## config.mk

```make
export PLATFORM = sky130hd
export DESIGN_NAME = rgmii_udp_tx_framer
export DESIGN_NICKNAME = d
export VERILOG_FILES = /design/src/rtl/rgmii_udp_tx_framer.sv
export SDC_FILE = /design/constraint.sdc
export NUM_CORES = 1
export LEC_CHECK = 0
export ABC_AREA = 1
export BUFFER_PORTS_ARGS = -buffer_cell sky130_fd_sc_hd__buf_4
export CORE_ASPECT_RATIO = 1.1
export CORE_UTILIZATION = 55
export CTS_CLUSTER_SIZE = 12
export DETAILED_ROUTE_END_ITERATION = 10
export GPL_ROUTABILITY_DRIVEN = 0
export PLACE_DENSITY_LB_ADDON = 0.25
export SETUP_SLACK_MARGIN = 0.02
export SYNTH_ARGS = -nofsm -noshare
export SYNTH_HDL_FRONTEND = slang
export SYNTH_SLANG_ARGS = --single-unit
```

## constraint.sdc

```tcl
create_clock -name clk_i -period 9.1 [get_ports clk_i]
set_input_delay 0 -clock clk_i [delete_from_list [all_inputs] [get_ports clk_i]]
set_output_delay 0 -clock clk_i [all_outputs]
set_load 0.05 [all_outputs]
```

## src/rtl/rgmii_udp_tx_framer.sv

```systemverilog
// Ethernet/IPv4/UDP transmit framer: wraps a payload byte stream with preamble, SFD,
// a 42-byte header, zero pad and FCS, and drives a GMII byte interface.
module rgmii_udp_tx_framer #(
  parameter int         IFG_BYTES = 12,
  parameter logic [7:0] TTL       = 8'h40
) (
  input  logic        clk_i,
  input  logic        rst_i,
  input  logic [47:0] fpga_mac_i,
  input  logic [47:0] host_mac_i,
  input  logic [31:0] fpga_ip_i,
  input  logic [31:0] host_ip_i,
  input  logic [15:0] fpga_port_i,
  input  logic [15:0] host_port_i,
  input  logic [15:0] payload_bytes_i,
  input  logic [7:0]  s_axis_tdata,
  input  logic        s_axis_tvalid,
  output logic        s_axis_tready,
  input  logic        s_axis_tlast,
  output logic [7:0]  gmii_txd_o,
  output logic        gmii_tx_en_o,
  output logic        busy_o,
  output logic        frame_done_o,
  output logic        underrun_o
);

  localparam logic [2:0] S_IDLE = 3'd0;
  localparam logic [2:0] S_PRE  = 3'd1;
  localparam logic [2:0] S_SFD  = 3'd2;
  localparam logic [2:0] S_HDR  = 3'd3;
  localparam logic [2:0] S_PAY  = 3'd4;
  localparam logic [2:0] S_PAD  = 3'd5;
  localparam logic [2:0] S_FCS  = 3'd6;
  localparam logic [2:0] S_IFG  = 3'd7;

  logic [2:0]   state;
  logic [15:0]  cnt;
  logic [15:0]  ident;
  logic [47:0]  mac_src, mac_dst;
  logic [31:0]  ip_src, ip_dst;
  logic [15:0]  port_src, port_dst, len;
  logic [15:0]  csum;
  logic [31:0]  crc;
  logic [15:0]  total_len, udp_len;
  logic [335:0] hdr;
  logic [8:0]   hsel;
  logic [7:0]   tx_byte;
  logic         start, ifg_last;
  logic         unused_tlast;

  function automatic logic [15:0] ip_csum(input logic [15:0] tl, input logic [15:0] id,
                                          input logic [31:0] src, input logic [31:0] dst);
    logic [19:0] sum;
    logic [16:0] fold1;
    logic [15:0] fold2;
    sum = 20'h04500 + {4'h0, tl} + {4'h0, id} + 20'h04000 + {4'h0, TTL, 8'h11}
        + {4'h0, src[31:16]} + {4'h0, src[15:0]} + {4'h0, dst[31:16]} + {4'h0, dst[15:0]};
    fold1 = {1'b0, sum[15:0]} + {13'h0, sum[19:16]};
    fold2 = fold1[15:0] + {15'h0, fold1[16]};
    return ~fold2;
  endfunction

  // Reflected CRC-32, data bits consumed LSB first.
  function automatic logic [31:0] crc32_byte(input logic [31:0] c, input logic [7:0] d);
    logic [31:0] r;
    r = c ^ {24'h0, d};
    for (int i = 0; i < 8; i++)
      r = r[0] ? ((r >> 1) ^ 32'hEDB88320) : (r >> 1);
    return r;
  endfunction

  assign unused_tlast = s_axis_tlast;
  assign total_len    = len + 16'd28;
  assign udp_len      = len + 16'd8;
  assign hdr = {mac_dst, mac_src, 16'h0800, 16'h4500, total_len, ident, 16'h4000,
                TTL, 8'h11, csum, ip_src, ip_dst, port_src, port_dst, udp_len, 16'h0000};
  assign hsel     = 9'd335 - {cnt[5:0], 3'b000};
  assign ifg_last = (state == S_IFG) && (cnt == 16'(IFG_BYTES - 1));
  // The last IFG cycle doubles as a start opportunity so back-to-back frames keep exact spacing.
  assign start    = s_axis_tvalid && ((state == S_IDLE) || ifg_last);

  always_comb begin
    tx_byte       = 8'h00;
    gmii_tx_en_o  = 1'b0;
    s_axis_tready = 1'b0;
    underrun_o    = 1'b0;
    frame_done_o  = 1'b0;
    case (state)
      S_PRE: begin tx_byte = 8'h55; gmii_tx_en_o = 1'b1; end
      S_SFD: begin tx_byte = 8'hD5; gmii_tx_en_o = 1'b1; end
      S_HDR: begin tx_byte = hdr[hsel -: 8]; gmii_tx_en_o = 1'b1; end
      S_PAY: begin
        gmii_tx_en_o  = 1'b1;
        s_axis_tready = 1'b1;
        tx_byte       = s_axis_tvalid ? s_axis_tdata : 8'h00;
        underrun_o    = ~s_axis_tvalid;
      end
      S_PAD: gmii_tx_en_o = 1'b1;
      S_FCS: begin
        gmii_tx_en_o = 1'b1;
        tx_byte      = ~crc[{cnt[1:0], 3'b000} +: 8];
        frame_done_o = (cnt == 16'd3);
      end
      default: ;
    endcase
  end

  assign gmii_txd_o = tx_byte;
  assign busy_o     = (state != S_IDLE);

  always_ff @(posedge clk_i) begin
    if (rst_i) begin
      state <= S_IDLE;
      cnt   <= 16'd0;
      ident <= 16'd0;
    end else begin
      cnt <= cnt + 16'd1;
      case (state)
        S_IDLE: begin
          cnt <= 16'd0;
          if (start) state <= S_PRE;
        end
        S_PRE: if (cnt == 16'd6) begin state <= S_SFD; cnt <= 16'd0; end
        S_SFD: begin state <= S_HDR; cnt <= 16'd0; end
        S_HDR: if (cnt == 16'd41) begin state <= S_PAY; cnt <= 16'd0; end
        S_PAY: if (cnt == len - 16'd1) begin
          state <= (len < 16'd18) ? S_PAD : S_FCS;
          cnt   <= 16'd0;
        end
        S_PAD: if (cnt == 16'd17 - len) begin state <= S_FCS; cnt <= 16'd0; end
        S_FCS: if (cnt == 16'd3) begin
          state <= S_IFG;
          cnt   <= 16'd0;
          ident <= ident + 16'd1;
        end
        S_IFG: if (ifg_last) begin
          state <= start ? S_PRE : S_IDLE;
          cnt   <= 16'd0;
        end
        default: begin state <= S_IDLE; cnt <= 16'd0; end
      endcase
    end
  end

  // Config snapshot, checksum (ready well before its header slot) and running CRC.
  always_ff @(posedge clk_i) begin
    if (start) begin
      mac_src  <= fpga_mac_i;
      mac_dst  <= host_mac_i;
      ip_src   <= fpga_ip_i;
      ip_dst   <= host_ip_i;
      port_src <= fpga_port_i;
      port_dst <= host_port_i;
      len      <= payload_bytes_i;
    end
    if (state == S_PRE) csum <= ip_csum(total_len, ident, ip_src, ip_dst);
    if (state == S_SFD) crc <= 32'hFFFFFFFF;
    else if ((state == S_HDR) || (state == S_PAY) || (state == S_PAD))
      crc <= crc32_byte(crc, tx_byte);
  end

endmodule

```

==> flow_metrics.tcl <==
set metrics [dict create \
    fp.dieW_microns 179 \
    status "complete, no violations" \
    end_kind "flip-flop" \
    clock_latency_ns 0.61 \
    hold_viol 0 \
    synth.ff_latch_count 291 \
    finalInstanceArea_sq_um 24300 \
    grt_max_degree 154 \
    antenna_left 0 \
    slew_viol_final 0 \
    die_height_microns 196 \
    critPathMaxStageDelay_ns 0.54 \
    critPathMaxFanout 6 \
    worst_pin_slew_ns 1.26 \
    layout_common_cells "562 x nand2_1, 337 x inv_1, 262 x buf_4" \
    cts-htree-levels 1 \
    grt_util_all_layers 0.372 \
    cts.clk_slew.worst_paths_ns 0.06 \
    dr_total_vias 18400 \
    fin_crit_sh 0.967 \
    viasPerCell 5.85 \
    drt_iter0_drc 2446 \
    max-cap-violations 0 \
    io-pin-count 233 \
    die_area_sq_um 35100 \
    cts_buffers 31 \
    cp-startpoint "len[3]$_DFFE_PP_" \
    cts_buffer_depth 3 \
    yosys.area.top_type "edfxtp_1" \
    fillers 2364 \
    cts_root_buf "clkbuf_16" \
    synth_area_sq_um 18900 \
    placed_area_sq_um 20900 \
    gr-total-overflow 0 \
    ys_warn_count 0 \
    max_freq_mhz 114 \
    slew_headroom 0.155 \
    place_hpwl_microns 40600 \
    wl_microns 65600 \
    layout-drive-gt1-share 0.163 \
    setup-violations-final 0 \
    worst-setup-path-type "flip-flop to flip-flop" \
    utilization 0.725 \
    crit_slowest_cell "fa_1" \
    netlist_top_cells_area "edfxtp_1 36%, nand2_1 11%, dfxtp_1 7.1%" \
    syn_inst 2258 \
    synth_cell_types 63 \
    arrival_ns 9.16 \
    crit_path_start_kind "flip-flop" \
    min_path_type "input pin to flip-flop" \
    crit_top_cell "nand2_1" \
    grt_pass1_wl_microns 98300 \
    row_count 70 \
    antenna_found_initial 4 \
    routedWlPerCell_microns 20.8 \
    syn_nets 2596 \
    synth_edf_count 224 \
    synth_top_area_frac 0.356 \
    coreArea_sq_um 33500 \
    initial_core_util 0.563 \
    drc_errors 0 \
    syn_area_per_cell_sq_um 8.37 \
    layout_min_cycle_time_ns 8.80 \
    grt_pass1_vias 18100 \
    cts_tree "built" \
    required_ns 9.45 \
    areaGrowthSynthToFinish_pct 28.7 \
    hp-start "s_axis_tvalid" \
    io_buffer_count 231 \
    final_common_cell "nand2_1" \
    fin_nets 3033 \
    ys.flop_type "edfxtp_1" \
    clock_skew_ns 0.0178 \
    firstDrtPassIters 8 \
    seq_area_frac_synth 0.427 \
    r2r-start "len[3]$_DFFE_PP_" \
    ys_async_sr_fraction 0 \
    clkSinkCount 291 \
]
## stage by stage
step	worst slack (ns)	instances	setup TNS [ns]	hold slack [ns]
floorplan	0.813	2258	0	0.0691
global placement	0.445	2870	0	0.179
detailed placement	0.0645	2870	0	0.179
CTS	0.0514	3138	0	0.00290
global route	-0.112	3155	-0.293	0.0771
finish	0.296	3155	0	0.0220
## synth_stat cells (12+ instances only)
cell      instances
nand2_1         566
inv_1           340
edfxtp_1        224
nand3_1         189
nor2_1          176
a21oi_1          92
o21ai_0          75
dfxtp_1          67
fa_1             63
xor2_1           62
ha_1             55
nand4_1          38
buf_2            30
nand2_2          28
nor3_1           24
xnor2_1          21
inv_2            15
clkbuf_1         14
buf_6            13
nand2_4          13
o211ai_1         13
o22ai_1          12
## worst max-delay path: cells and delay by family (launching register included)
family / cells / cell delay, ns
AND/OR/NAND/NOR: 32 / 3.52
adder cells (fa/ha/maj): 9 / 3.19
buffers and inverters: 8 / 0.74
AO/OA/AOI/OAI: 3 / 0.46
flip-flops: 1 / 0.45
XOR/XNOR: 1 / 0.18
## cell type report
class | count | area, sq um | share of cell area
timing repair buffer | 473 | 4090 | 0.168
antenna | 3 | 7.51 | 0.000309
tap | 432 | 541 | 0.0222
multi-input combinational | 1542 | 9300 | 0.382
clock buffer | 50 | 912 | 0.0375
clock inverter | 8 | 60.1 | 0.00247
sequential | 291 | 8070 | 0.332
inverter | 356 | 1340 | 0.0551
## registers in the layout (all words and copies together) (netlist names)
name / count
cnt: 16
ident: 16
mac_dst: 48
csum: 16
mac_src: 48
ip_dst: 32
state: 3
port_src: 16
crc: 32
len: 16
port_dst: 16
ip_src: 32
## cell families (layout without fill, tap and decap cells)
logic type | Yosys count | after routing | share of synthesized area
compound gates | 251 | 251 | 0.0785
xor+xnor | 87 | 87 | 0.0419
fa+ha+maj | 118 | 118 | 0.103
buf+inv | 425 | 887 | 0.0938
flops | 291 | 291 | 0.427
mux | 1 | 1 | 0.000530
other cells | 0 | 3 | 0
simple gates | 1085 | 1085 | 0.255
## per-layer routing
metal	vias up	wire length [microns]	share of wire	global-route usage
met1	8559	22700	0.35	0.432
li1	8222	-	-	-
met3	389	7010	0.11	0.0858
met2	1271	30900	0.47	0.611
met5	-	14	0.00021	0
met4	2	5010	0.076	0.246
## worst paths after layout
kind                                              end  slack [ns]  depth (start not counted)
worst max register to register     csum[15]$_DFFE_PP_        0.30                         53
worst min-delay path            state[1]$_SDFFE_PP0P_        0.02                          6
worst min register to register    crc[7]$_SDFFE_PP1P_        0.51                          2
worst max-delay path               csum[15]$_DFFE_PP_        0.30                         53
## timing repair
action,in CTS,in global routing
hold buffers,210,0
gates resized for setup,0,46
setup endpoints to repair,0,9
setup buffers,0,14
hold endpoints to repair,214,0
Power is left out: the tool's default activity adds up to more than one toggle a clock period on the data nets, which glitch-free logic cannot reach.
